$ cat src/rtl/ssd_scan_controller.sv
// Multiplexed seven-segment scan controller with a double-buffered BCD word.
// Define SSD_LEADING_ZERO_BLANK_EN to darken leading-zero digit slots.
module ssd_scan_controller #(
    parameter int NUM_DIGITS   = 4,
    parameter int REFRESH_DIV  = 1000,
    parameter int BLANK_CYCLES = 2
) (
    input  logic                    clk,
    input  logic                    rst_n,
    input  logic                    enable,
    input  logic                    upd_valid,
    input  logic [4*NUM_DIGITS-1:0] upd_data,
    output logic                    upd_ready,
    output logic [3:0]              bcd_out,
    output logic [NUM_DIGITS-1:0]   digit_en,
    output logic                    frame_done
);

    localparam int DW = 4 * NUM_DIGITS;
    localparam int IW = $clog2(NUM_DIGITS);
    localparam int RW = (REFRESH_DIV > 1) ? $clog2(REFRESH_DIV) : 1;
    localparam int BW = (BLANK_CYCLES > 1) ? $clog2(BLANK_CYCLES) : 1;

    localparam logic [RW-1:0] RMAX = RW'(REFRESH_DIV - 1);
    localparam logic [BW-1:0] BMAX = BW'(BLANK_CYCLES - 1);
    localparam logic [IW-1:0] IMAX = IW'(NUM_DIGITS - 1);

    localparam logic [1:0] IDLE  = 2'd0;
    localparam logic [1:0] BLANK = 2'd1;
    localparam logic [1:0] SHOW  = 2'd2;

    logic [1:0]            state, state_n;
    logic [IW-1:0]         idx, idx_n;
    logic [BW-1:0]         bcnt, bcnt_n;
    logic [RW-1:0]         rcnt, rcnt_n;
    logic [DW-1:0]         active, active_n;
    logic [DW-1:0]         pending, pending_n;
    logic                  pending_full, pf_n;
    logic                  accept, xfer;
    logic [3:0]            nib_n;
    logic [NUM_DIGITS-1:0] en_n;
    logic                  fd_n;
`ifdef SSD_LEADING_ZERO_BLANK_EN
    logic [NUM_DIGITS-1:0] dark;
    logic                  zr;
`endif

    always_comb begin
        state_n = state;
        idx_n   = idx;
        bcnt_n  = bcnt;
        rcnt_n  = rcnt;
        if (!enable) begin
            state_n = IDLE;
            idx_n   = '0;
            bcnt_n  = '0;
            rcnt_n  = '0;
        end else begin
            case (state)
                IDLE: begin
                    state_n = BLANK;
                    idx_n   = '0;
                    bcnt_n  = '0;
                    rcnt_n  = '0;
                end
                BLANK: begin
                    if (bcnt == BMAX) begin
                        state_n = SHOW;
                        bcnt_n  = '0;
                        rcnt_n  = '0;
                    end else begin
                        bcnt_n = bcnt + 1'b1;
                    end
                end
                SHOW: begin
                    if (rcnt == RMAX) begin
                        state_n = BLANK;
                        rcnt_n  = '0;
                        bcnt_n  = '0;
                        idx_n   = (idx == IMAX) ? '0 : idx + 1'b1;
                    end else begin
                        rcnt_n = rcnt + 1'b1;
                    end
                end
                default: begin
                    state_n = IDLE;
                    idx_n   = '0;
                    bcnt_n  = '0;
                    rcnt_n  = '0;
                end
            endcase
        end
    end

    // Word swap only at frame start so a frame never mixes two words.
    always_comb begin
        accept    = upd_valid && upd_ready;
        xfer      = (state_n == BLANK) && (state != BLANK) &&
                    (idx_n == '0) && pending_full;
        active_n  = xfer ? pending : active;
        pending_n = accept ? upd_data : pending;
        pf_n      = accept ? 1'b1 : (xfer ? 1'b0 : pending_full);
    end

`ifdef SSD_LEADING_ZERO_BLANK_EN
    always_comb begin
        dark = '0;
        zr   = 1'b1;
        for (int i = NUM_DIGITS - 1; i >= 0; i--) begin
            zr      = zr && (active_n[4*i +: 4] == 4'd0);
            dark[i] = zr && (i != 0);
        end
    end
`endif

    always_comb begin
        nib_n = bcd_out;
        en_n  = '0;
        for (int i = 0; i < NUM_DIGITS; i++) begin
            if (state_n != IDLE && idx_n == IW'(i)) begin
                nib_n = active_n[4*i +: 4];
            end
`ifdef SSD_LEADING_ZERO_BLANK_EN
            en_n[i] = (state_n == SHOW) && (idx_n == IW'(i)) && !dark[i];
`else
            en_n[i] = (state_n == SHOW) && (idx_n == IW'(i));
`endif
        end
        fd_n = (state_n == SHOW) && (rcnt_n == RMAX) && (idx_n == IMAX);
    end

    always_ff @(posedge clk) begin
        if (!rst_n) begin
            state        <= IDLE;
            idx          <= '0;
            bcnt         <= '0;
            rcnt         <= '0;
            active       <= '0;
            pending      <= '0;
            pending_full <= 1'b0;
            upd_ready    <= 1'b1;
            bcd_out      <= 4'd0;
            digit_en     <= '0;
            frame_done   <= 1'b0;
        end else begin
            state        <= state_n;
            idx          <= idx_n;
            bcnt         <= bcnt_n;
            rcnt         <= rcnt_n;
            active       <= active_n;
            pending      <= pending_n;
            pending_full <= pf_n;
            upd_ready    <= !pf_n;
            bcd_out      <= nib_n;
            digit_en     <= en_n;
            frame_done   <= fd_n;
        end
    end

endmodule

$ cat config.mk
export PLATFORM = sky130hd
export DESIGN_NAME = ssd_scan_controller
export DESIGN_NICKNAME = d
export VERILOG_FILES = /design/src/rtl/ssd_scan_controller.sv
export SDC_FILE = /design/constraint.sdc
export NUM_CORES = 1
export LEC_CHECK = 0
export BUFFER_PORTS_ARGS = -buffer_cell sky130_fd_sc_hd__clkbuf_2
export CAP_MARGIN = 20
export CORE_MARGIN = 2
export CORE_UTILIZATION = 55
export CTS_BUF_LIST = sky130_fd_sc_hd__clkbuf_2
export DETAILED_ROUTE_END_ITERATION = 8
export GPL_ROUTABILITY_DRIVEN = 0
export PLACE_DENSITY = 0.82
export SETUP_SLACK_MARGIN = 0.1
export SKIP_CTS_REPAIR_TIMING = 1
export SYNTH_ARGS = -nofsm -noshare
export SYNTH_HDL_FRONTEND = slang
export SYNTH_SLANG_ARGS = --single-unit
$ cat constraint.sdc
create_clock -name clk -period 3.6 [get_ports clk]
set_clock_uncertainty 0.05 [all_clocks]
set_input_delay 0 -clock clk [delete_from_list [all_inputs] [get_ports clk]]
set_output_delay 0 -clock clk [all_outputs]
set_load 0.1 [all_outputs]
; Word level (Yosys, flattened, before mapping)
; Cells that the tools add are included.
[totals]
reg_bits = 58
input_bits = 20
output_inout_bits = 10
word_cells = 68
[classes]
add_sub_neg = 3
n_eq_ne = 12
n_mux = 22
reduce_logical = 20
[op_table]
columns = cell, count
row1 = $mux W10, 3
row2 = $eq A10 B10 Y1 const B, 2
row3 = $pmux W10 S2, 1
row4 = $mux W16, 1
row5 = $mux W4, 4
row6 = $logic_and A1 B1 Y1, 14
row7 = $mux W2, 6
row8 = $add A10 B1 Y10 const B, 1
row9 = $eq A2 B2 Y1 const B, 5
row10 = $eq A2 B1 Y1 const B, 3
row11 = $pmux W2 S3, 1
row12 = $logic_not A2 Y1, 2
row13 = $mux W1, 4
row14 = $pmux W2 S2, 1
row15 = $reduce_bool A4 Y1, 1
row16 = $add A2 B1 Y2 const B, 1
row17 = $ne A2 B1 Y1 const B, 1
row18 = $ne A2 B2 Y1 const B, 1
row19 = $pmux W1 S2, 1
row20 = $reduce_and A2 Y1, 1
row21 = $reduce_bool A2 Y1, 1
row22 = $add A1 B1 Y1 const B, 1
row23 = $logic_not A1 Y1, 1

; Depth between registers and ports, before layout
[logic_depth]
ltp_word = 13
depth_mapped = 13
depth_no_buf = 9

; Worst setup path after synthesis
; OpenSTA, ideal clock, no wires.
[synth_timing]
path_type = register to register
startpoint = reg rcnt[0]
endpoint = reg active[7]
setup_ns = 0.128
t_arrival_ns = 2.315
t_required_ns = 3.422
slack_ns = 1.107
stages_incl_launch_ff = 12
path_buffers = 3
period_less_slack_ns = 2.493
path_cell_list = dfxtp_1 > ha_1 > nand4b_4 > nor3_4 > a31oi_4 > or3_1 > buf_6 > or2_1 > buf_6 > buf_12 > mux2i_1 > nor2_1
[synth_between]
elab_chain_len = 9
elab_cells_between_ends = 13
classes_between = 2 x eq/ne / 7 x mux / 4 x reduce/logical
[synth_rtl]
columns = element, line
row1 = from (decl), 35  ; logic [RW-1:0] rcnt, rcnt_n;
row2 = from (signal assigned), 149  ; rcnt <= rcnt_n;
row3 = $eq A10 B10 Y1 *, 76  ; if (rcnt == RMAX) begin
row4 = $mux W2, 76
row5 = $pmux W2 S3, 59  ; case (state)
row6 = $mux W2, 53  ; if (!enable) begin
row7 = $eq A2 B1 Y1, 98  ; xfer = (state_n == BLANK) && (state != BLANK) &&
row8 = $logic_and A1 B1 Y1, 98
row9 = $logic_and A1 B1 Y1 *, 98
row10 = $logic_and A1 B1 Y1 *, 99  ; (idx_n == '0) && pending_full;
row11 = $mux W16 *, 100  ; active_n = xfer ? pending : active;
row12 = to (signal assigned), 150  ; active <= active_n;
row13 = to (decl), 36  ; logic [DW-1:0] active, active_n;
; Every way passes the cells marked *; elsewhere a longest branch is shown, timed or not.
; A chain may end at the register's enable or synchronous reset.

; Worst setup path in the final report
[layout_timing]
startpoint = reg state[0]
endpoint = reg bcd_out[0]
[layout_between]
elab_chain_len = 12
elab_cells_between_ends = 29
classes_between = 7 x eq/ne / 11 x mux / 11 x reduce/logical
[layout_rtl]
columns = element, line
row1 = from (decl), 32  ; logic [1:0] state, state_n;
row2 = from (signal assigned), 146  ; state <= state_n;
row3 = "$eq A2 B2 Y1, or another cell as far along", 59
row4 = $pmux W2 S3, 59
row5 = $mux W2, 53
row6 = $eq A2 B1 Y1, 98
row7 = $logic_and A1 B1 Y1 (2 in series), 98
row8 = $logic_and A1 B1 Y1, 99
row9 = $mux W16, 100
row10 = $mux W4 (4 in series), 120  ; if (state_n != IDLE && idx_n == IW'(i)) begin
row11 = to (signal assigned), 154  ; bcd_out <= nib_n;
row12 = to (decl), 14  ; output logic [3:0] bcd_out,
; Several ways; a longest one is shown, not always the timed one. The select of a mux whose other input is x is not followed.

==> out/metrics.cfg <==
[finish]
drive_gt1_share_pct = 14.3
final_net_count = 384
stdcell_count = 417
antenna_cells = 0
synthToLayoutAreaGrowth_pct = 15.8

[global_routing]
grt_use_total_pct = 22.8
grt_pass1_vias = 2134
grt_pass1_wl_um = 9470
overflow = 0
antenna_found_initial = 0
grt_max_degree = 31

[setup_path]
worstPathCellList = inv_1 > ha_1 > inv_1 > a31oi_1 > buf_4 > a21o_1 > or3_1 > or2_1 > buf_4 > a32oi_1 > a31oi_1
crit_slowest_cell = or3_1
critPathKind = reg2reg
cp_slowest_stage_delay_ns = 0.44
arrival_ns = 3.23
reg2reg_depth = 11
crit_required_ns = 3.94
worstSetupStartpointType = register
cp_max_fo = 13
end_kind = register

[detailed_routing]
drtIter0Drc = 165
ant_nets = 0
routedWlPerCell_um = 14.1
num_vias = 2355
vias_per_cell = 5.65
routed_wl_um = 5880
drt_first_pass_iters = 4
post-route-drc-count = 0

[die]
start_util_pct = 56.9
ios = 30
fp.dieW_um = 73.7
die_h_um = 73.7
rows = 25
die_area_um2 = 5430
coreArea_um2 = 4690

[timing]
whs_ns = 0.0712
max_slew_margin_pct = 40.8
setup-tns-final_ns = 0
hold_viol = 0
grt_setup_unrepaired = no
post-route-period-util_pct = 80.2
tightest_slew_ns = 0.887
finalSetupViolCount = 0
max_freq_ghz = 0.346
fin_crit_ns = 2.89
maxSlewViolCount = 0

[power_and_ir_drop]
powerDensity_nw_per_um2 = 376
p_leak_uw = 0.00132
vdd_drop_max_mv = 0.274
total_power_uw = 1160

[placed_design]
dp_hpwl_um = 3930
numPlacedInstances = 382
portBuffers = 29

[synthesis]
ys_seq_elements = 58
synth_nets = 338
synth_area_leaders = dfxtp_1 (44%), nand2_1 (7.2%), a21oi_1 (4.7%), mux2i_1 (4.5%), nor2_1 (4.4%)
synth.cell_area_um2 = 2670
synth_cell_types = 52
ys_warn_count = 0
ys_seq_area_share_pct = 43.5
synth_top_area_share_pct = 43.5
async_flop_share_pct = 0
synth-edff-count = 0
synthTopCellsByCount = dfxtp_1 (58), nand2_1 (51), nor2_1 (31)
synth_cells = 312
synth_top_area_cell = dfxtp_1
synth_most_common_cell = dfxtp_1
postSynthAreaPerCell_um2 = 8.55
ys.flop_type = dfxtp_1

[cts]
clock-sinks = 58
cts_tree = done
clk_latency_ns = 0.50
cts_made_buffers = 9
clkTransAtPathRegs_ns = 0.18
clock_path_buffers = 2
htree_levels = 3
root_buffer = clkbuf_2

[worst_hold_path]
holdPathStages = 4
hp-class = in2reg

[outcome]
outcome = completed

[run]
maxCapViolCount = 0

kinds of logic (layout without fill, tap and decap cells):
group | count (synthesis) | in the layout | synth area share, %
DFF | 58 | 58 | 43.5
buffers and inverters | 21 | 72 | 4.27
AOI/OAI and AO/OA | 77 | 77 | 18.8
adders and majority gates | 6 | 6 | 2.81
xor gates and xnor gates | 1 | 1 | 0.328
muxes | 12 | 12 | 4.50
and+or+nand+nor | 137 | 137 | 25.7
critical path: cells and delay by family (launching register included):
family	cells	cell delay [ns]
simple gates	2	0.69
buf+inv	4	0.67
compound gates	4	0.59
flops	1	0.42
fa+ha+maj	1	0.34
flip-flops by register name, indices dropped and copies added (netlist names):
signal and cells:
active 16, pending 16, rcnt 10, bcd_out 4
digit_en 4, idx 2, state 2, bcnt 1
frame_done 1, pending_full 1, upd_ready 1
stage by stage:
stage                     utilization [%]  instance area, µm²  worst slack, ns
after detailed placement             59.9                2810            0.767
after floorplan                         -                2670             1.11
final                                65.8                3090            0.711
after global routing                 65.8                3090            0.472
after global placement               59.9                2810            0.834
after CTS                            61.8                2900            0.724
metal layers:
metal | global-route usage (%) | wire [µm]
met1 | 28.4 | 2630
met2 | 36.1 | 2880
met3 | 7.00 | 269
met4 | 10.1 | 110
met5 | 0 | 0
report_power, final:
part / total (µW) / leakage [µW] / switching, µW / internal, µW
clock network: 345 / 0.0000517 / 257 / 87.4
registers: 674 / 0.000471 / 11.4 / 662
logic: 144 / 0.000800 / 93.1 / 51.0
cell type report:
cell class,count,area (µm²)
Clock buffer,9,45.0
Clock inverter,7,45.0
Fill cell,382,1600
Inverter,5,18.8
Multi-Input combinational cell,233,1390
Sequential cell,58,1160
Tap cell,54,67.6
Timing Repair Buffer,51,358
path summary, 6_finish.rpt:
| kind | startpoint | slack [ns] | to |
|---|---|---|---|
| max reg2reg | state[0] | 0.71 | bcd_out[0] |
| min reg2reg | pending[11] | 0.42 | pending[11] |
| min | upd_valid | 0.07 | pending[7] |
| max | state[0] | 0.71 | bcd_out[0] |
placed cells by master (no fill, tap or decap), types with 2 or more instances in the layout:
cell type      count
nor4_1             2
or3_1              5
a21oi_1           25
nor3_1             4
a22oi_1            4
clkinvlp_4         3
o211ai_1           5
buf_4              3
clkbuf_2          38
nand2b_1           2
a311oi_1           2
and3_1             6
o21a_1             8
and2_1             6
nor2_1            31
nand2_1           51
dlygate4sd3_1     19
clkinv_2           2
o21ai_0           13
a31oi_1            6
inv_1              5
a21o_1             2
o311ai_0           2
nor3b_1            5
dfxtp_1           58
nand3_1            8
mux2i_1           12
ha_1               6
and2b_1            2
nor2b_1            3
(Power assumes the default switching activity.)
